### config.mk
export PLATFORM = sky130hd
export DESIGN_NAME = load_return_stage_flat
export DESIGN_NICKNAME = d
export VERILOG_FILES = /design/src/rtl/load_return_stage_pkg.sv /design/src/rtl/load_return_stage_if.sv /design/src/rtl/load_return_stage_attr_fifo.sv /design/src/rtl/load_return_stage.sv /design/src/flat_wrapper.sv
export SDC_FILE = /design/constraint.sdc
export NUM_CORES = 1
export LEC_CHECK = 0
export BUFFER_PORTS_ARGS = -buffer_cell sky130_fd_sc_hd__buf_2
export CORE_MARGIN = 1.5
export CORE_UTILIZATION = 50
export CTS_BUF_LIST = sky130_fd_sc_hd__clkbuf_4 sky130_fd_sc_hd__clkbuf_8 sky130_fd_sc_hd__clkbuf_16
export DETAILED_ROUTE_END_ITERATION = 16
export GPL_ROUTABILITY_DRIVEN = 0
export GPL_TIMING_DRIVEN = 0
export PLACE_DENSITY = 0.75
export SETUP_SLACK_MARGIN = 0.05
export SYNTH_ARGS = -nofsm -noshare
export SYNTH_HDL_FRONTEND = slang
export SYNTH_HIERARCHICAL = 1
export SYNTH_SLANG_ARGS = --single-unit
export TNS_END_PERCENT = 10
### constraint.sdc
create_clock -name clk -period 4.04 [get_ports clk]
set_input_delay 0.404 -clock clk [delete_from_list [all_inputs] [get_ports clk]]
set_output_delay 0.404 -clock clk [all_outputs]
set_load 0.005 [all_outputs]
### src/rtl/load_return_stage_pkg.sv
// Shared types for the load return path: load attributes, writeback packets,
// FP load sequencing ops and the integer alignment selector.
package load_return_stage_pkg;

  localparam int NUM_SUB_UNITS     = 3;
  localparam int NUM_SUB_UNITS_W   = 2;
  localparam int XLEN              = 32;
  localparam int FLEN              = 64;
  localparam int LOAD_ID_W         = 4;
  localparam int LOAD_RETURN_DEPTH = 4;

  // How a returned word is finished off.
  typedef enum logic [1:0] {
    INT_DONE    = 2'd0,
    SINGLE_DONE = 2'd1,
    DOUBLE_HOLD = 2'd2,
    DOUBLE_DONE = 2'd3
  } fp_ls_op_t;

  // Integer result width selector; encoding 3 also means a full word.
  typedef enum logic [1:0] {
    BYTE = 2'd0,
    HALF = 2'd1,
    WORD = 2'd2
  } load_align_sel_t;

  typedef struct packed {
    logic [LOAD_ID_W-1:0]       id;
    logic [NUM_SUB_UNITS_W-1:0] subunit_id;
    fp_ls_op_t                  fp_op;
    logic [1:0]                 byte_addr;
    logic [1:0]                 final_mux_sel;
    logic [1:0]                 sign_sel;
    logic                       is_signed;
  } load_attributes_t;

  typedef struct packed {
    logic                 valid;
    logic [LOAD_ID_W-1:0] id;
    logic [XLEN-1:0]      data;
  } wb_packet_t;

  typedef struct packed {
    logic                 valid;
    logic [LOAD_ID_W-1:0] id;
    logic [FLEN-1:0]      data;
  } fp_wb_packet_t;

  // Single-precision values live in the low half of an FLEN register,
  // with the upper bits forced to all ones.
  function automatic logic [FLEN-1:0] nan_box(input logic [31:0] word);
    return {{(FLEN-32){1'b1}}, word};
  endfunction

endpackage

### src/rtl/load_return_stage_if.sv
// Data-return bus from the LSU data sub-units: per-lane valid and data, one
// shared acknowledge for the return currently being consumed.
interface load_return_stage_if
  import load_return_stage_pkg::*;
#(
  parameter int SUBUNITS = NUM_SUB_UNITS
) ();

  logic [SUBUNITS-1:0]    sub_valid;
  logic [SUBUNITS*32-1:0] sub_data;
  logic                   sub_ack;

  // Sub-unit side drives returns, the load return stage acknowledges.
  modport master (output sub_valid, output sub_data, input sub_ack);
  modport slave  (input sub_valid, input sub_data, output sub_ack);

endinterface

### src/rtl/load_return_stage_attr_fifo.sv
// Generic synchronous FIFO holding the attributes of outstanding loads.
// Pointers carry one extra wrap bit so full and empty are distinguishable.
module load_attr_fifo #(
  parameter int WIDTH = 8,
  parameter int DEPTH = 4
) (
  input  logic                     clk,
  input  logic                     rst_n,
  input  logic                     push,
  input  logic [WIDTH-1:0]         din,
  input  logic                     pop,
  output logic [WIDTH-1:0]         dout,
  output logic                     full,
  output logic                     empty,
  output logic [$clog2(DEPTH):0]   count
);

  localparam int AW = $clog2(DEPTH);

  logic [AW:0]      wr_ptr;
  logic [AW:0]      rd_ptr;
  logic [WIDTH-1:0] mem [DEPTH];
  logic             do_push;
  logic             do_pop;

  // Full is judged before any same-cycle pop, so a push at full is dropped.
  assign full    = (wr_ptr[AW] != rd_ptr[AW]) && (wr_ptr[AW-1:0] == rd_ptr[AW-1:0]);
  assign empty   = (wr_ptr == rd_ptr);
  assign count   = wr_ptr - rd_ptr;
  assign do_push = push & ~full;
  assign do_pop  = pop & ~empty;
  assign dout    = mem[rd_ptr[AW-1:0]];

  // Read/write pointers; natural wrap through the extra MSB.
  // NOTE: sequential state uses non-blocking assignments so every flop
  // samples pre-edge values regardless of statement order.
  always_ff @(posedge clk or negedge rst_n) begin
    if (!rst_n) begin
      wr_ptr <= '0;
      rd_ptr <= '0;
    end else begin
      if (do_push) wr_ptr <= wr_ptr + 1'b1;
      if (do_pop)  rd_ptr <= rd_ptr + 1'b1;
    end
  end

  // Storage array write port.
  // NOTE: the array has no reset; entries are only read once the pointers
  // say they were written, so clearing them would buy nothing.
  always_ff @(posedge clk) begin
    if (do_push) mem[wr_ptr[AW-1:0]] <= din;
  end

endmodule

### src/rtl/load_return_stage.sv
// Load return stage: pairs in-order sub-unit data returns with queued load
// attributes, aligns/sign-extends integer loads, NaN-boxes single loads and
// stitches double loads from two 32-bit halves into registered writebacks.
module load_return_stage
  import load_return_stage_pkg::*;
#(
  parameter int DEPTH    = LOAD_RETURN_DEPTH,
  parameter int SUBUNITS = NUM_SUB_UNITS,
  parameter bit FP_EN    = 1'b1
) (
  input  logic                       clk,
  input  logic                       rst_n,
  input  logic                       attr_push,
  input  load_attributes_t           attr_in,
  output logic                       attr_full,
  output logic [$clog2(DEPTH+1)-1:0] outstanding,
  output logic                       idle,
  load_return_stage_if.slave         ret,
  output wb_packet_t                 wb_out,
  input  logic                       wb_ack,
  output fp_wb_packet_t              fp_wb_out,
  input  logic                       fp_wb_ack,
  output logic                       order_error
);

  localparam int AW = $clog2(DEPTH + 1);

  load_attributes_t                      head;
  logic [$bits(load_attributes_t)-1:0]   head_bits;
  logic                                  empty;
  logic                                  head_valid;
  logic                                  stray_valid;
  logic                                  slot_free;
  logic                                  ack_int;
  logic                                  ack_done;
  logic [31:0]                           lane;
  logic [31:0]                           shifted;
  logic [31:0]                           aligned;
  logic                                  sign_bit;
  wb_packet_t                            wb_q;
  fp_wb_packet_t                         fp_q;
  logic                                  hold_valid;

  load_attr_fifo #(
    .WIDTH ($bits(load_attributes_t)),
    .DEPTH (DEPTH)
  ) u_attr_fifo (
    .clk   (clk),
    .rst_n (rst_n),
    .push  (attr_push),
    .din   (attr_in),
    .pop   (ret.sub_ack),
    .dout  (head_bits),
    .full  (attr_full),
    .empty (empty),
    .count (outstanding)
  );

  assign head = load_attributes_t'(head_bits);

  // Pick the head load's lane; a valid on any other lane is out of order.
  // NOTE: every output of a combinational block gets a default up front so
  // no path leaves it unassigned and a latch is never inferred.
  always_comb begin
    head_valid  = 1'b0;
    stray_valid = 1'b0;
    lane        = '0;
    for (int i = 0; i < SUBUNITS; i++) begin
      if (!empty && head.subunit_id == NUM_SUB_UNITS_W'(i)) begin
        head_valid = ret.sub_valid[i];
        lane       = ret.sub_data[32*i +: 32];
      end else if (ret.sub_valid[i]) begin
        stray_valid = 1'b1;
      end
    end
  end

  // The destination register must be empty or draining this cycle.
  always_comb begin
    slot_free = 1'b1;
    case (head.fp_op)
      INT_DONE:                 slot_free = ~wb_q.valid | wb_ack;
      SINGLE_DONE, DOUBLE_DONE: slot_free = ~fp_q.valid | fp_wb_ack;
      default:                  slot_free = 1'b1;
    endcase
  end

  assign ret.sub_ack = head_valid & slot_free;
  assign ack_int     = ret.sub_ack & (head.fp_op == INT_DONE);
  assign ack_done    = ret.sub_ack & (head.fp_op == DOUBLE_DONE);

  // Shift the addressed bytes down and extend from the selected sign byte.
  always_comb begin
    shifted  = lane >> {head.byte_addr, 3'b000};
    sign_bit = 1'b0;
    aligned  = shifted;
    case (head.final_mux_sel)
      BYTE: begin
        sign_bit = head.is_signed & lane[{head.sign_sel, 3'b111}];
        aligned  = {{24{sign_bit}}, shifted[7:0]};
      end
      HALF: begin
        sign_bit = head.is_signed & lane[{head.sign_sel[1], 1'b1, 3'b111}];
        aligned  = {{16{sign_bit}}, shifted[15:0]};
      end
      default: aligned = shifted;
    endcase
  end

  // Integer writeback register: load on accept, otherwise drop on ack.
  always_ff @(posedge clk or negedge rst_n) begin
    if (!rst_n) begin
      wb_q <= '0;
    end else if (ack_int) begin
      wb_q <= '{valid: 1'b1, id: head.id, data: aligned};
    end else if (wb_ack) begin
      wb_q.valid <= 1'b0;
    end
  end

  generate
    if (FP_EN) begin : g_fp
      logic [31:0] hold_lo;

      // FP writeback register and low-half hold for split double loads.
      always_ff @(posedge clk or negedge rst_n) begin
        if (!rst_n) begin
          fp_q       <= '0;
          hold_lo    <= '0;
          hold_valid <= 1'b0;
        end else begin
          if (ret.sub_ack && head.fp_op == SINGLE_DONE) begin
            fp_q <= '{valid: 1'b1, id: head.id, data: nan_box(lane)};
          end else if (ack_done) begin
            fp_q <= '{valid: 1'b1, id: head.id, data: {lane, hold_lo}};
          end else if (fp_wb_ack) begin
            fp_q.valid <= 1'b0;
          end
          if (ret.sub_ack && head.fp_op == DOUBLE_HOLD) begin
            hold_lo    <= lane;
            hold_valid <= 1'b1;
          end else if (ack_done) begin
            hold_valid <= 1'b0;
          end
        end
      end
    end else begin : g_no_fp
      assign fp_q       = '0;
      assign hold_valid = 1'b0;
    end
  endgenerate

  // Sticky flag for returns that break in-order pairing.
  always_ff @(posedge clk or negedge rst_n) begin
    if (!rst_n) begin
      order_error <= 1'b0;
    end else if (stray_valid || (ack_done && !hold_valid)) begin
      order_error <= 1'b1;
    end
  end

  assign wb_out    = wb_q;
  assign fp_wb_out = fp_q;
  assign idle      = empty & ~wb_q.valid & ~fp_q.valid & ~hold_valid;

endmodule

### src/flat_wrapper.sv
// flat-port wrapper written by rule: the top's interface ports become plain ports
module load_return_stage_flat import load_return_stage_pkg::*;
#(
  parameter int DEPTH    = LOAD_RETURN_DEPTH,
  parameter int SUBUNITS = NUM_SUB_UNITS,
  parameter bit FP_EN    = 1'b1
)
  (clk, rst_n, attr_push, attr_in, attr_full, outstanding, idle, wb_out, wb_ack, fp_wb_out, fp_wb_ack, order_error, ret_sub_valid, ret_sub_data, ret_sub_ack);
  load_return_stage_if #(.SUBUNITS(SUBUNITS)) ret_i ();
  input  logic clk;
  input  logic rst_n;
  input  logic attr_push;
  input  load_attributes_t attr_in;
  output logic attr_full;
  output logic [$clog2(DEPTH+1)-1:0] outstanding;
  output logic idle;
  output wb_packet_t wb_out;
  input  logic wb_ack;
  output fp_wb_packet_t fp_wb_out;
  input  logic fp_wb_ack;
  output logic order_error;
  input wire logic [$bits(ret_i.sub_valid)-1:0] ret_sub_valid;
  input wire logic [$bits(ret_i.sub_data)-1:0] ret_sub_data;
  output wire logic [$bits(ret_i.sub_ack)-1:0] ret_sub_ack;
  assign ret_i.sub_valid = ret_sub_valid;
  assign ret_i.sub_data = ret_sub_data;
  assign ret_sub_ack = ret_i.sub_ack;
  load_return_stage #(.DEPTH(DEPTH), .SUBUNITS(SUBUNITS), .FP_EN(FP_EN)) u_core (.clk(clk), .rst_n(rst_n), .attr_push(attr_push), .attr_in(attr_in), .attr_full(attr_full), .outstanding(outstanding), .idle(idle), .ret(ret_i), .wb_out(wb_out), .wb_ack(wb_ack), .fp_wb_out(fp_wb_out), .fp_wb_ack(fp_wb_ack), .order_error(order_error));
endmodule
# Word level (Yosys, flattened, before mapping)
# Memory sizes are Yosys's and may differ from the RTL's.
# Cells that the tools add are included.
# word_totals
reg_bits	146
mem_bits_rw	60
in_bits	119
out_inout_bits	113
memories	1
# mem_list
name	depth	width	read_ports	rd_ports_with_merged_regs	write_ports	line_no	text
u_core.u_attr_fifo.mem	4	15	1	0	1	load_return_stage_attr_fifo.sv:22	logic [WIDTH-1:0] mem [DEPTH];
# op_classes
add_sub_neg	3
order_cmp	2
n_eq_ne	9
shift	1
muxes	28
bitwise_logic	17
n_reduce_logical	18
# ops
cell	count
$mux 32	3
$mux 69	1
$mux 68	1
$pmux 32 s2	1
$shr 32x5->32	1
$mux 1	20
$lt 5x6->1 const B	2
$and 1x1->1	10
$logic_and 1x1->1	7
$add 3x1->3 const B	2
$eq 2x1->1 const B	3
$eq 2x2->1 const B	3
$logic_not 2->1	3
$reduce_bool 2->1	3
$not 1->1	5
$eq 3x3->1	1
$reduce_bool 3->1	1
$sub 3x3->3	1
$bmux 1 s2	1
$eq 2x2->1	1
$logic_not 1->1	2
$or 1x1->1	2
$pmux 1 s2	1
$reduce_or 2->1	1
2 further kinds	2

# Depth between registers and ports, before layout
# Gate-level depths: netlist (run 1).
# depth
ltp_word	10
depth_mapped	13

# Cells and area by module
# The synthesis (run 1) kept the hierarchy.
# by_module_without_submodules
mod	n_inst	cells_each	area_each_um2	seq_area_each_um2
load_return_stage	1	670	6959.2	3503.4
load_attr_fifo	1	124	2626.3	1951.9

# Least setup slack after synthesis (run 1)
# Ideal clock, no wire load.
# synth_timing
kind	register -> output
from	reg u_core.u_attr_fifo.rd_ptr[1]
to	out idle
arrival_time_ps	2762
slack_ps	874
path_stages_with_launch	11
n_path_buf	5
cell_sequence	dfrtp_1 > clkbuf_1 > buf_2 > inv_1 > ha_1 > nand2_1 > nor2_1 > buf_1 > clkbuf_1 > clkbuf_1 > nor4b_1
# synth_via
elab_chain_len	4
# synth_rtl
element	line_no	text
start: declaration	load_return_stage_attr_fifo.sv:21	logic [AW:0] rd_ptr;
start signal: assignment	load_return_stage_attr_fifo.sv:43	if (do_pop) rd_ptr <= rd_ptr + 1'b1;
$eq 3x3->1	load_return_stage_attr_fifo.sv:28	assign empty = (wr_ptr == rd_ptr);
named net u_core.empty	load_return_stage.sv:30	logic empty;
$and 1x1->1 (3 in series)	load_return_stage.sv:164	assign idle = empty & ~wb_q.valid & ~fp_q.valid & ~hold_valid;
end: declaration	flat_wrapper.sv:16	output logic idle;
# The timed path passes the listed nets, and every way through them passes these cells.

# Final worst setup path (run 1)
# layout_timing
from	reg u_core.u_attr_fifo.rd_ptr[1]
to	out ret_sub_ack
# layout_via
elab_chain_len	7
elab_cells_between_ends	18
cone_classes	eq/ne: 5; mux: 4; bitwise: 1; reduce/logical: 7; memory: 1
# layout_rtl
element	line_no	text
$eq 3x3->1 *	load_return_stage_attr_fifo.sv:28	
named net u_core.empty	load_return_stage.sv:30	
$logic_not 1->1 *	load_return_stage.sv:69	if (!empty && head.subunit_id == NUM_SUB_UNITS_W'(i)) begin
$logic_and 1x1->1	load_return_stage.sv:69	
$mux 1 (2 in series)	load_return_stage.sv:69	
$mux 1 *	load_return_stage.sv:69	
$and 1x1->1 *	load_return_stage.sv:88	assign ret.sub_ack = head_valid & slot_free;
end: declaration	flat_wrapper.sv:24	output wire logic [$bits(ret_i.sub_ack)-1:0] ret_sub_ack;
# Mark *: on every way through the listed nets, which the timed path passes. The rest lies on a longest branch.

==> results by stage, run 1 <==
Layout:
- The share of cells above drive strength 1 is approximately a third.
- The final layout contains between 1,000 and 1,500 nets.
- Once layout is complete, the cells apart from fillers number 1,302.
- The area growth from synthesis to final layout is 23.9%.
- After routing the design area is 11,900 um2.

CTS:
- For the worst-skew pair, the clock arrives at the later sink with an insertion delay of around 0.5 ns.
- The register clock-pin slew on the reported worst setup and hold paths is approximately 0.060 ns.
- The CTS tree is yes.
- The buffer type at the clock tree root is clkbuf_16.
- Clock tree synthesis inserted a total of 22 buffers.
- The number of setup buffers added after CTS is 0.
- The clock sink total is around 200.
- The number of buffers on the longest clock path is 3.
- The deepest level of the CTS H-tree is 1.

Critical path:
- Walking the worst path, the cells encountered are clkbuf_2, buf_2, inv_1, ha_1, nand2_1, nor2_2, buf_4, clkbuf_2, a211oi_1, buf_2.
- The required time at the worst-slack endpoint is roughly 3.6 ns.
- Data on the critical path arrives at its endpoint at 3.36 ns.
- The worst setup path is captured at a primary output.
- Together, buffers and inverters on the worst path number 6.
- The type of origin of the critical path is a flop.
- Of all nets on the critical path, the largest fanout is 19.
- The family with the most delay on the worst path is buffers and inverters.
- The category of the critical setup timing path is reg2out.
- On the worst path, the slowest cell contributes a delay of around 0.52 ns.
- The cell with the largest stage delay on the worst path is a211oi_1.

STA:
- The number of hold-slack violations in the final timing report is 0.
- The sum of negative setup slack is 0 ns.
- The smallest clock period supported by the final layout is computed as ~3.8 ns.
- At the pin with the least slew margin, the transition time is between 0.8 and 0.9 ns.
- The total of endpoints with negative setup slack in the final report is 0.
- The clock arrives with about 0.016 ns of skew.
- The headroom to the max-slew limit is about two fifths.
- The least setup slack across all paths after layout is between 0.2 and 0.3 ns.
- The maximum frequency from static timing analysis is 0.266 GHz.
- Setup repair after global routing could not meet its margin everywhere.
- The count of final max-slew check failures is 0.
- After layout, the worst path uses between 90 and 100% of the clock period.

Route:
- The length of the first detailed-routing pass in iterations is 6.
- Once detail routing completed, the nets flagged for antenna violations numbered 0.
- The detailed-route vias per instance is about 6.
- The final routed DRC violation total is 0.
- The first routing iteration left 479 violations.
- The via count of the routed design is 7,664.
- The routed length per placed instance is about 22 um.
- After detailed routing, the total wire length is 28,100 um.

Power:
- The switching power is about 5000 uW.
- The internal portion of the total power is 6830 uW.
- Dividing total power by cell area gives a power density of 992 nW/um2.
- The static leakage is roughly 0.0052 uW.
- The peak supply drop is 0.431 mV.
- Of the total power, combinational logic draws between 50% and 60%.
- The proportion of total power due to net switching is between 40% and 50%.
- Sequential cells burn 29.5% of the power.
- Power comes to about 12,000 uW.
- The share of total power dissipated in the clock network is between 15 and 20%.

Global routing:
- Entering global routing, the biggest net connects 75 pins.
- The overall overflow remaining after global route is 0.
- In the global route stage, overall resource usage came out at around 28%.
- The first global-routing pass estimated 42,100 um of wire.
- The initial antenna violation count is 4.
- The via count of the first global-routing pass is 7,533.

Floorplanning:
- 232 I/O pins were placed.
- In this run the core area contains 50 standard-cell rows.
- The core area is 18,800 um2.
- In this run the vertical extent of the chip is between 100 and 150 um.
- For this configuration, the core starts out at a cell density of between 50% and 60%.
- The die covers 20,000 um2.
- The horizontal die dimension is ~140 um.

Outcome:
- The flow ran to the end, and the final reports show no timing, DRC or antenna violations.

Yosys:
- In this run, synthesis inferred 60 flip-flops with an integrated enable.
- The netlist area before placement is around 9600 um2.
- The most instantiated flip-flop cell in the synthesis netlist is dfrtp_1.
- After synthesis, the cell types taking the most area are dfrtp_1 (38%), edfxtp_1 (19%), mux2i_1 (6.5%).
- During synthesis, Yosys emitted a total of 6 warnings.
- After synthesis, the mean cell area works out to 12.1 um2.
- The total nets after synthesis is 921.
- The largest total area in the synthesized netlist belongs to dfrtp_1.
- After synthesis, the largest area contributor takes up a little under two fifths of total cell area.
- The number of different library cells used by synthesis comes to between 50 and 60.
- The total of flip-flops plus latches after synthesis is about 210.
- Counting flops with an async set or reset pin after synthesis yields a share of a little under three quarters.
- The sequential-to-total area share from yosys stat is 56.9%.
- The number of instances in the synthesized netlist is roughly 790.

Place:
- The worst-case setup slack after placement is -0.376 ns.
- The count of buffers from port buffering is between 200 and 250.
- In this run, placement finished with an instance count of approximately 1,300.
- The HPWL after detailed placement is roughly 21,000 um.
- The placed instances occupy a cell area of roughly 11,000 um2.

Worst hold path:
- In this run the worst hold path is classified as in2reg.

Job:
- The max capacitance violation total is 0.
sequential cells by signal, summed over array words and instances, names as in the netlist:
signal / count
u_core/fp_wb_out: 69
u_core/g_fp.hold_lo: 32
u_core/hold_valid: 1
u_core/order_error: 1
u_core/u_attr_fifo/mem: 60
u_core/u_attr_fifo/rd_ptr: 3
u_core/u_attr_fifo/wr_ptr: 3
u_core/wb_out: 37
synth_stat cells (all sizes together) (3+ instances only):
master,count
a211oi,8
a21oi,31
a22oi,7
a2bb2oi,15
a31oi,26
and3,5
buf,33
clkbuf,29
dfrtp,146
edfxtp,60
ha,7
inv,13
mux2,30
mux2i,62
mux4,15
nand2,48
nand2b,11
nor2,80
nor2b,11
nor3,13
o211ai,17
o21a,13
o21ai,21
o22a,36
o2bb2ai,17
or2,15
xnor2,3
final cells by class:
type	count	area, um2
clock inverters	11	135
diodes	2	5.00
inverters	13	48.8
clock buffers	29	646
well taps	234	293
fillers	1482	6890
flip-flops and latches	206	5460
plain buffers	61	282
repair buffers	233	1200
multi-input cells	513	3810
layer usage:
metal | vias to the layer above | track usage, % | routed length [um] | share of wire, %
li1 | 3443 | - | - | -
met1 | 3748 | 35.5 | 11000 | 39
met2 | 404 | 47.8 | 13700 | 49
met3 | 65 | 5.40 | 2330 | 8.3
met4 | 4 | 9.39 | 922 | 3.3
met5 | - | 0 | 20 | 0.071
metrics by stage:
stage / hold WS (ns) / utilization [%]
6_report: 0.126 / 63.3
5_1_grt: 0.109 / 63.3
4_1_cts: 0.110 / 63.2
3_5_place_dp: 0.472 / 59.0
3_3_place_gp: 0.464 / 58.8
2_1_floorplan: 0.108 / -
power by group through the flow:
stage               Combinational [uW]  Clock [uW]  Sequential [uW]
floorplan                         3920           0             3460
global placement                  5940           0             3480
detailed placement                6060           0             3510
CTS                               6120        2160             3480
global route                      6650        2250             3560
finish                            6190        2120             3480
worst reg2reg max path, stage by stage, from the launching register on:
cell and delay (ns):
dfrtp_1 0.34, clkbuf_2 0.25, buf_2 0.31, inv_1 0.12
ha_1 0.32, nand2_1 0.16, nor2_2 0.27, buf_4 0.30
clkbuf_1 0.39, clkbuf_1 0.45, nor3_1 0.14, a21oi_1 0.36
a21oi_1 0.12
cell families (layout without fill, tap and decap cells):
logic type / count (synthesis) / in the layout / share of synthesized area, %
simple gates: 195 / 195 / 9.52
other cells: 0 / 2 / 0
xor+xnor: 4 / 4 / 0.444
fa+ha+maj: 8 / 8 / 1.12
mux: 107 / 107 / 13.6
flops: 206 / 206 / 56.9
buf+inv: 75 / 347 / 3.41
compound gates: 199 / 199 / 15.0
repair_timing:
item                                    CTS  global route
hold buffers                              1             0
endpoints found under the setup margin   13             2
hold endpoints to repair                 73             0
gates resized for setup                   5             3
layout by cell type, fill, tap and decap left out, types with 12 or more instances in the layout:
cell type / count
a31oi_1: 26
mux2_1: 17
o2bb2ai_1: 17
or2_2: 15
clkbuf_16: 23
mux4_2: 15
nor2_1: 79
clkbuf_1: 25
edfxtp_1: 60
mux2i_1: 62
a21oi_1: 31
dfrtp_1: 146
a2bb2oi_1: 14
o211ai_1: 16
o22a_1: 36
nor3_1: 12
inv_1: 13
buf_2: 251
o21a_1: 13
nand2_1: 48
final timing paths:
| path | depth (start not counted) | slack (ns) | startpoint | end |
|---|---|---|---|---|
| min in group asynchronous | 2 | 0.50 | rst_n | u_core/fp_wb_out[2] |
| worst min-delay path | 1 | 0.13 | attr_in[9] | u_core/u_attr_fifo/mem[0][9] |
| max in group asynchronous | 3 | 2.74 | rst_n | u_core/fp_wb_out[65] |
| worst min register to register | 1 | 0.48 | u_core/fp_wb_out[2] | u_core/fp_wb_out[2] |
| worst max register to register | 12 | 0.39 | u_core/u_attr_fifo/rd_ptr[1] | u_core/fp_wb_out[29] |
| worst max-delay path | 10 | 0.28 | u_core/u_attr_fifo/rd_ptr[1] | ret_sub_ack |
No activity file was read; power rests on OpenSTA's default activity.
==> inputs of run 2 (changes only) <==
Settings changed: CORE_UTILIZATION 50 to 35, PLACE_DENSITY 0.75 to unset, RECOVER_POWER set to 50.
==> run 2 against run 1 <==
The flow now finishes with violations (max-capacitance violations, max-slew violations). Combinational power grew 1%. Core utilization fell by 19 points. Total power up 0.24%. Via count is 1.4% lower. Final cell count rose by 8.5%. Worst hold slack better by 0.034 ns. Sequential cell count unchanged. Clock power about the same. Register-to-register slack better by 0.03 ns. Largest cell class unchanged. Largest power group unchanged.
==> results by stage, run 2 (synthesis gave the netlist of run 1 again) <==
STA:
- Setup repair after global routing missed its margin: false (was true).
- The transition time at the pin with the least slew margin is 1.61 ns (was 0.872 ns).
- The count of final max-slew check failures was 66 (was 0).
- The final period demand of the worst path came to 3.76 ns (about the same).
- The headroom to the max-slew limit came to -7.66% (was 41.9%).
- The portion of the clock cycle consumed by the worst path in the final layout is 93.1% (about the same).
- The worst-case clock skew is 0.0121 ns (was 0.0160 ns).
- The final worst hold slack was 0.160 ns (was 0.126 ns).
- The least setup slack across all paths after layout is 0.278 ns (was 0.280 ns).
- The total of endpoints with negative setup slack in the final report came to 0 (unchanged).
- The maximum frequency from static timing analysis is 0.266 GHz (about the same).
- The number of hold-slack violations in the final timing report came to 0 (unchanged).

Global routing:
- The initial antenna violation count came to 8 (was 4).
- The global-route usage over all layers is 21.5% (was 27.8%).
- The via count of the first global-routing pass is 7,494 (was 7,533).
- The overall overflow remaining after global route is 0 (unchanged).
- The pin count of the biggest net entering global routing is 83 (was 75).
- The global-route wire length before repair is 45,600 um (was 42,100 um).

CTS:
- The CTS tree was yes (unchanged).
- The number of clock buffers inserted by TritonCTS was 23 (was 22).
- The number of buffers on the longest clock path is 3 (unchanged).
- The clock sink total is 206 (unchanged).
- The deepest level of the CTS H-tree is 1 (unchanged).
- The buffer type at the clock tree root is clkbuf_16 (unchanged).
- The insertion delay of the later-clocked pin in the worst-skew pair is 0.51 ns (was 0.50 ns).
- The register clock-pin slew on the reported worst setup and hold paths is 0.06 ns (about the same).

Critical path:
- The worst path arrival time is 3.36 ns (about the same).
- The critical register-to-register path startpoint is u_core/u_attr_fifo/rd_ptr[0] (was u_core/u_attr_fifo/rd_ptr[1]).
- The maximum fanout along the worst path is 19 (unchanged).
- The register-to-register path setup slack came to 0.42 ns (was 0.39 ns).
- The biggest cell delay along the critical path is 0.35 ns (was 0.52 ns).
- The cell that appears most often on the critical path is clkbuf_2.
- The type of element capturing the critical path is a primary output (unchanged).
- The required time at the worst-slack endpoint is 3.64 ns (about the same).
- The type of origin of the critical path was a flop (unchanged).
- The depth of the most critical reg-to-reg path was 9 (was 12).
- The end of the worst register-to-register path was u_core/wb_out[13] (was u_core/fp_wb_out[29]).
- The category of the critical setup timing path is reg2out (unchanged).
- Critical path cell sequence: clkbuf_2, clkbuf_4, inv_1, ha_1, nand2_1, nor2_4, buf_4, clkbuf_2, nor4b_1, buf_2 (was clkbuf_2, buf_2, inv_1, ha_1, nand2_1, nor2_2, buf_4, clkbuf_2, a211oi_1, buf_2).
- The cell with the largest stage delay on the worst path is dfrtp_1 (was a211oi_1).

Layout:
- The flip-flop count of the largest register after layout is 69 (unchanged).
- The number of fillers in the final layout is 2,602 (was 1,482).
- The share of cells above drive strength 1 is 29.4% (was 33.1%).
- The number of nets at the end of the flow came to 1,178 (was 1,177).
- The final core area utilization is 44.3% (was 63.3%).
- The most common cell after layout, fill and taps aside is buf_2 (unchanged).
- The area growth from synthesis to final layout came to 24.5% (was 23.9%).
- Highest-count cells in the layout ignoring fill and taps: buf_2 (209), dfrtp_1 (146), nor2_1 (79) (was buf_2 (251), dfrtp_1 (146), nor2_1 (79)).

Outcome:
- The checks that failed: max-capacitance violations, max-slew violations.
- Run status: finished, violations left (was finished clean).

Power:
- The static leakage is 0.00509 uW (was 0.00521 uW).
- The switching power is 5080 uW (was 4960 uW).
- The clock network fraction of design power is 17.7% (was 18.0%).
- The cell internal power dissipation came to 6730 uW (was 6830 uW).
- The power after layout is 11,800 uW (about the same).
- The proportion of total power due to net switching is 43.0% (was 42.1%).
- The peak supply drop was 0.528 mV (was 0.431 mV).
- The part of the total power dissipated in sequential elements is 29.4% (was 29.5%).
- The share of total power in combinational logic is 52.9% (was 52.5%).
- The power per cell area is 990 nW/um2 (was 992 nW/um2).

Job:
- The max capacitance violation total is 1 (was 0).

Route:
- The via count of the routed design came to 7,554 (was 7,664).
- The routed wire length is 30,800 um (was 28,100 um).
- The number of DRC markers after the initial detailed-route iteration is 557 (was 479).
- The remaining number of nets flagged by the antenna check after routing is 0 (unchanged).
- The final routed DRC violation total is 0 (unchanged).
- The detailed-route vias per instance is 5.35 (was 5.89).
- The routed length per placed instance is 21.8 um (was 21.5 um).
- The length of the first detailed-routing pass in iterations is 5 (was 6).

Place:
- The sum of net half-perimeters after detailed placement is 23,600 um (was 20,700 um).
- The worst-case setup slack after placement is -0.442 ns (was -0.376 ns).
- The count of buffers from port buffering came to 231 (unchanged).

Worst hold path:
- The hold path depth is 1 (unchanged).
- The class of the tightest hold or removal check is in2reg (unchanged).
- The startpoint of the lowest-slack hold path is attr_in[14] (was attr_in[9]).
- The end of the worst hold path was u_core/u_attr_fifo/mem[3][14] (was u_core/u_attr_fifo/mem[0][9]).

Floorplanning:
- The horizontal die dimension was 168 um (was 141 um).
- The die area was 28,400 um2 (was 20,000 um2).
- The core area is 27,000 um2 (was 18,800 um2).
- The starting density of the core is 35.6% (was 51.1%).
- The vertical extent of the die was 168 um (was 141 um).
- The I/O pin total is 232 (unchanged).
- The number of rows created at floorplan is 60 (was 50).
[run 2: cell count changes in the layout (fill, tap and decap cells not counted), sizes merged]
cell | previous run | this run
clkinv | 7 | 4
diode | 2 | 5
clkinvlp | 1 | 0
inv | 13 | 14
bufinv | 3 | 0
clkbuf | 57 | 108
buf | 265 | 221
[run 2: final cells by class]
| cell class | count | area, um2 | area share [%] |
|---|---|---|---|
| sequential | 206 | 5460 | 45.7 |
| timing repair buffer | 233 | 1120 | 9.40 |
| multi-input combinational | 513 | 3820 | 32.0 |
| tap | 341 | 427 | 3.57 |
| clock buffer | 36 | 741 | 6.21 |
| clock inverter | 5 | 30.0 | 0.252 |
| buffer | 61 | 284 | 2.38 |
| antenna | 5 | 12.5 | 0.105 |
| inverter | 13 | 48.8 | 0.409 |
[run 2: worst max-delay path by stage]
stage                            startpoint  endpoint  slack [ns]  cells after the start
2_1_floorplan  u_core/u_attr_fifo/rd_ptr[1]      idle        0.87                     10
6_report       u_core/u_attr_fifo/rd_ptr[1]      idle        0.28                     10
5_1_grt        u_core/u_attr_fifo/rd_ptr[1]      idle        0.07                     10
3_5_place_dp   u_core/u_attr_fifo/rd_ptr[1]      idle       -0.44                     11
3_3_place_gp   u_core/u_attr_fifo/rd_ptr[1]      idle       -0.40                     11
4_1_cts        u_core/u_attr_fifo/rd_ptr[1]      idle        0.07                     10
[run 2: power by group through the flow]
stage               registers [uW]  clock network [uW]  logic (uW)
floorplan                     3460                   0        3920
global placement              3490                   0        6180
detailed placement            3520                   0        6250
CTS                           3480                2130        6280
global route                  3570                2210        6780
finish                        3470                2090        6250
[run 2: metal layers]
metal | wire length, um | global-route usage (%) | vias to the layer above
li1 | - | - | 3453
met1 | 13100 | 28.3 | 3719
met2 | 14100 | 34.7 | 315
met3 | 2640 | 5.89 | 59
met4 | 899 | 6.64 | 8
met5 | 53 | 0 | -
[run 2: what timing repair did]
item | in CTS | in global routing
setup buffers | 0 | 0
hold buffers | 1 | 0
hold endpoints to repair | 64 | 0
endpoints found under the setup margin | 27 | 2
resized for setup | 6 | 4
[run 2: through the flow]
step | instances | area [um2] | TNS, ns
after floorplan | 794 | 9590 | 0
after global routing | 1409 | 11900 | 0
after CTS | 1408 | 12000 | 0
after global placement | 1366 | 11200 | -2.02
after detailed placement | 1367 | 11200 | -2.52
final | 1413 | 11900 | 0
[run 2: critical path, delay by kind of cell (launching register included)]
family	cells	cell delay (ns)
flops	1	0.35
buf+inv	6	1.48
simple gates	3	0.69
fa+ha+maj	1	0.32
==> inputs of run 3 (changes only) <==
Settings changed: CORE_MARGIN 1.5 to unset.
==> run 3 against run 2 <==
The run still ends with max-capacitance violations, max-slew violations left. Combinational power fell by 1%. Clock power rose by 9%. Die area fell by 1.2%. Global-route usage barely moved. Worst hold slack got worse by 0.0043 ns. Sequential share of layout area fell by 0.058 points. Worst setup slack improved by 0.051 ns. Register-to-register slack got worse by 0.07 ns. Sequential cell count did not move. Final cell count fell by 0.35%. Total power rose by 1.1%. Count of clock-buffer cells in the layout fell by 6. Largest power group unchanged.
==> results by stage, run 3 (synthesis gave the netlist of run 1 again) <==
Route:
- The routed wire length came to 30,300 um (was 30,800 um).
- The final routed DRC violation total was 0 (unchanged).
- The number of DRC markers after the initial detailed-route iteration is 568 (was 557).
- The remaining number of nets flagged by the antenna check after routing is 0 (unchanged).
- The routed length per placed instance is 21.5 um (was 21.8 um).
- The via count of the routed design is 7,511 (was 7,554).
- The length of the first detailed-routing pass in iterations was 5 (unchanged).
- The detailed-route vias per instance is 5.33 (was 5.35).

Worst hold path:
- The startpoint of the lowest-slack hold path is attr_in[11] (was attr_in[14]).
- The class of the tightest hold or removal check was in2reg (unchanged).

Floorplanning:
- The core area is 26,900 um2 (was 27,000 um2).
- The vertical extent of the die is 167 um (was 168 um).
- The die area is 28,100 um2 (was 28,400 um2).
- The number of rows created at floorplan is 60 (unchanged).
- The starting density of the core is 35.7% (was 35.6%).
- The I/O pin total was 232 (unchanged).
- The horizontal die dimension was 167 um (was 168 um).

CTS:
- The clock sink total was 206 (unchanged).
- The CTS tree is yes (unchanged).
- The number of buffers on the longest clock path was 3 (unchanged).
- The register clock-pin slew on the reported worst setup and hold paths is 0.06 ns (about the same).
- The number of clock buffers inserted by TritonCTS is 23 (unchanged).
- The deepest level of the CTS H-tree came to 1 (unchanged).
- The insertion delay of the later-clocked pin in the worst-skew pair is 0.50 ns (was 0.51 ns).
- The number of setup buffers added after CTS is 0 (unchanged).
- The buffer type at the clock tree root is clkbuf_16 (unchanged).

STA:
- The number of hold-slack violations in the final timing report is 0 (unchanged).
- Setup repair after global routing missed its margin: false (unchanged).
- The total of endpoints with negative setup slack in the final report is 0 (unchanged).
- The least setup slack across all paths after layout is 0.329 ns (was 0.278 ns).
- The final period demand of the worst path is 3.71 ns (was 3.76 ns).
- The sum of negative setup slack is 0 ns (unchanged).
- The transition time at the pin with the least slew margin is 2.13 ns (was 1.61 ns).
- The headroom to the max-slew limit was -42.1% (was -7.66%).
- The portion of the clock cycle consumed by the worst path in the final layout is 91.9% (was 93.1%).
- The count of final max-slew check failures was 82 (was 66).
- The worst-case clock skew is 0.00936 ns (was 0.0121 ns).
- The maximum frequency from static timing analysis was 0.269 GHz (was 0.266 GHz).

Layout:
- Highest-count cells in the layout ignoring fill and taps: buf_2 (175), dfrtp_1 (146), clkbuf_1 (101) (was buf_2 (209), dfrtp_1 (146), nor2_1 (79)).
- The flip-flop count of the largest register after layout came to 69 (unchanged).
- The area growth from synthesis to final layout was 24.7% (was 24.5%).
- The final non-filler cell total came to 1,408 (was 1,413).
- The area used by multi-input combinational logic was 3810 um2 (was 3820 um2).
- The number of nets at the end of the flow is 1,178 (unchanged).
- The register area is 5460 um2 (unchanged).
- The final core area utilization came to 44.5% (was 44.3%).
- The share of cells above drive strength 1 was 25.9% (was 29.4%).
- The number of fillers in the final layout is 2,611 (was 2,602).
- The most common cell after layout, fill and taps aside was buf_2 (unchanged).

Power:
- The static leakage was 0.00502 uW (was 0.00509 uW).
- The power per cell area is 999 nW/um2 (was 990 nW/um2).
- The peak supply drop is 0.409 mV (was 0.528 mV).

Place:
- The worst-case setup slack after placement came to -0.237 ns (was -0.442 ns).
- The placed cell count is 1,367 (unchanged).
- The sum of net half-perimeters after detailed placement is 23,200 um (was 23,600 um).
- The count of buffers from port buffering is 231 (unchanged).

Global routing:
- The pin count of the biggest net entering global routing is 83 (unchanged).
- The initial antenna violation count is 6 (was 8).
- The overall overflow remaining after global route is 0 (unchanged).
- The via count of the first global-routing pass is 7,627 (was 7,494).
- The global-route wire length before repair is 45,800 um (was 45,600 um).
- The global-route usage over all layers is 21.6% (was 21.5%).

Critical path:
- The type of element capturing the critical path is a primary output (unchanged).
- The category of the critical setup timing path was reg2out (unchanged).
- The critical register-to-register path startpoint is u_core/u_attr_fifo/rd_ptr[0] (unchanged).
- The required time at the worst-slack endpoint is 3.64 ns (about the same).
- The register-to-register path setup slack is 0.35 ns (was 0.42 ns).
- The source of the critical timing path was u_core/u_attr_fifo/rd_ptr[1] (unchanged).
- The worst path arrival time came to 3.31 ns (was 3.36 ns).
- The type of origin of the critical path is a flop (unchanged).
- The maximum fanout along the worst path is 19 (unchanged).

Outcome:
- Violations in the final reports: max-capacitance violations, max-slew violations (unchanged).
- Run status: finished, violations left (unchanged).

Job:
- The max capacitance violation total is 1 (unchanged).
## run 3: cell type report
type | count | share of cell area, %
plain buffers | 61 | 2.36
flip-flops and latches | 206 | 45.6
well taps | 341 | 3.57
diodes | 2 | 0.0419
clock buffers | 30 | 5.46
repair buffers | 233 | 9.19
multi-input cells | 513 | 31.9
inverters | 13 | 0.408
clock inverters | 9 | 1.43
## run 3: final timing paths
path / end / cells after the start
worst max-delay path: idle / 10
worst min-delay path: u_core/u_attr_fifo/mem[0][11] / 1
worst max register to register: u_core/wb_out[6] / 9
worst min register to register: u_core/g_fp.hold_lo[28] / 2
max in group asynchronous: u_core/fp_wb_out[13] / 2
min in group asynchronous: u_core/fp_wb_out[0] / 2
## run 3: power breakdown
part / switching, uW / leakage (uW) / total [uW] / internal (uW)
clock: 825 / 0.000406 / 2270 / 1450
combinational: 3770 / 0.00236 / 6170 / 2400
sequential: 468 / 0.00226 / 3500 / 3030
## run 3: critical path, cell delays in order (launching register included)
cell,delay (ns)
dfrtp_1,0.35
clkbuf_2,0.25
buf_2,0.32
inv_1,0.13
ha_1,0.32
nand2_1,0.15
nor2_2,0.27
buf_4,0.31
clkbuf_2,0.29
nor4b_1,0.24
buf_2,0.18
## run 3: routing by layer
layer,routed length [um],track usage (%)
met5,55,0
met4,597,4.39
met2,14400,35.8
met1,13000,28.6
met3,2290,5.55
## run 3: timing repair
action | in CTS | in global routing
hold buffers | 1 | 0
setup endpoints to repair | 12 | 2
resized for setup | 4 | 5
hold endpoints to repair | 26 | 0
cloned | 0 | 0
## run 3: per-stage QoR
step	hold slack, ns	instance area, um2	power [uW]
detailed placement	0.475	11200	9750
global placement	0.462	11200	9670
finish	0.156	12000	11900
floorplan	0.108	9590	7370
CTS	0.0980	12000	12100
global route	0.143	11900	12700
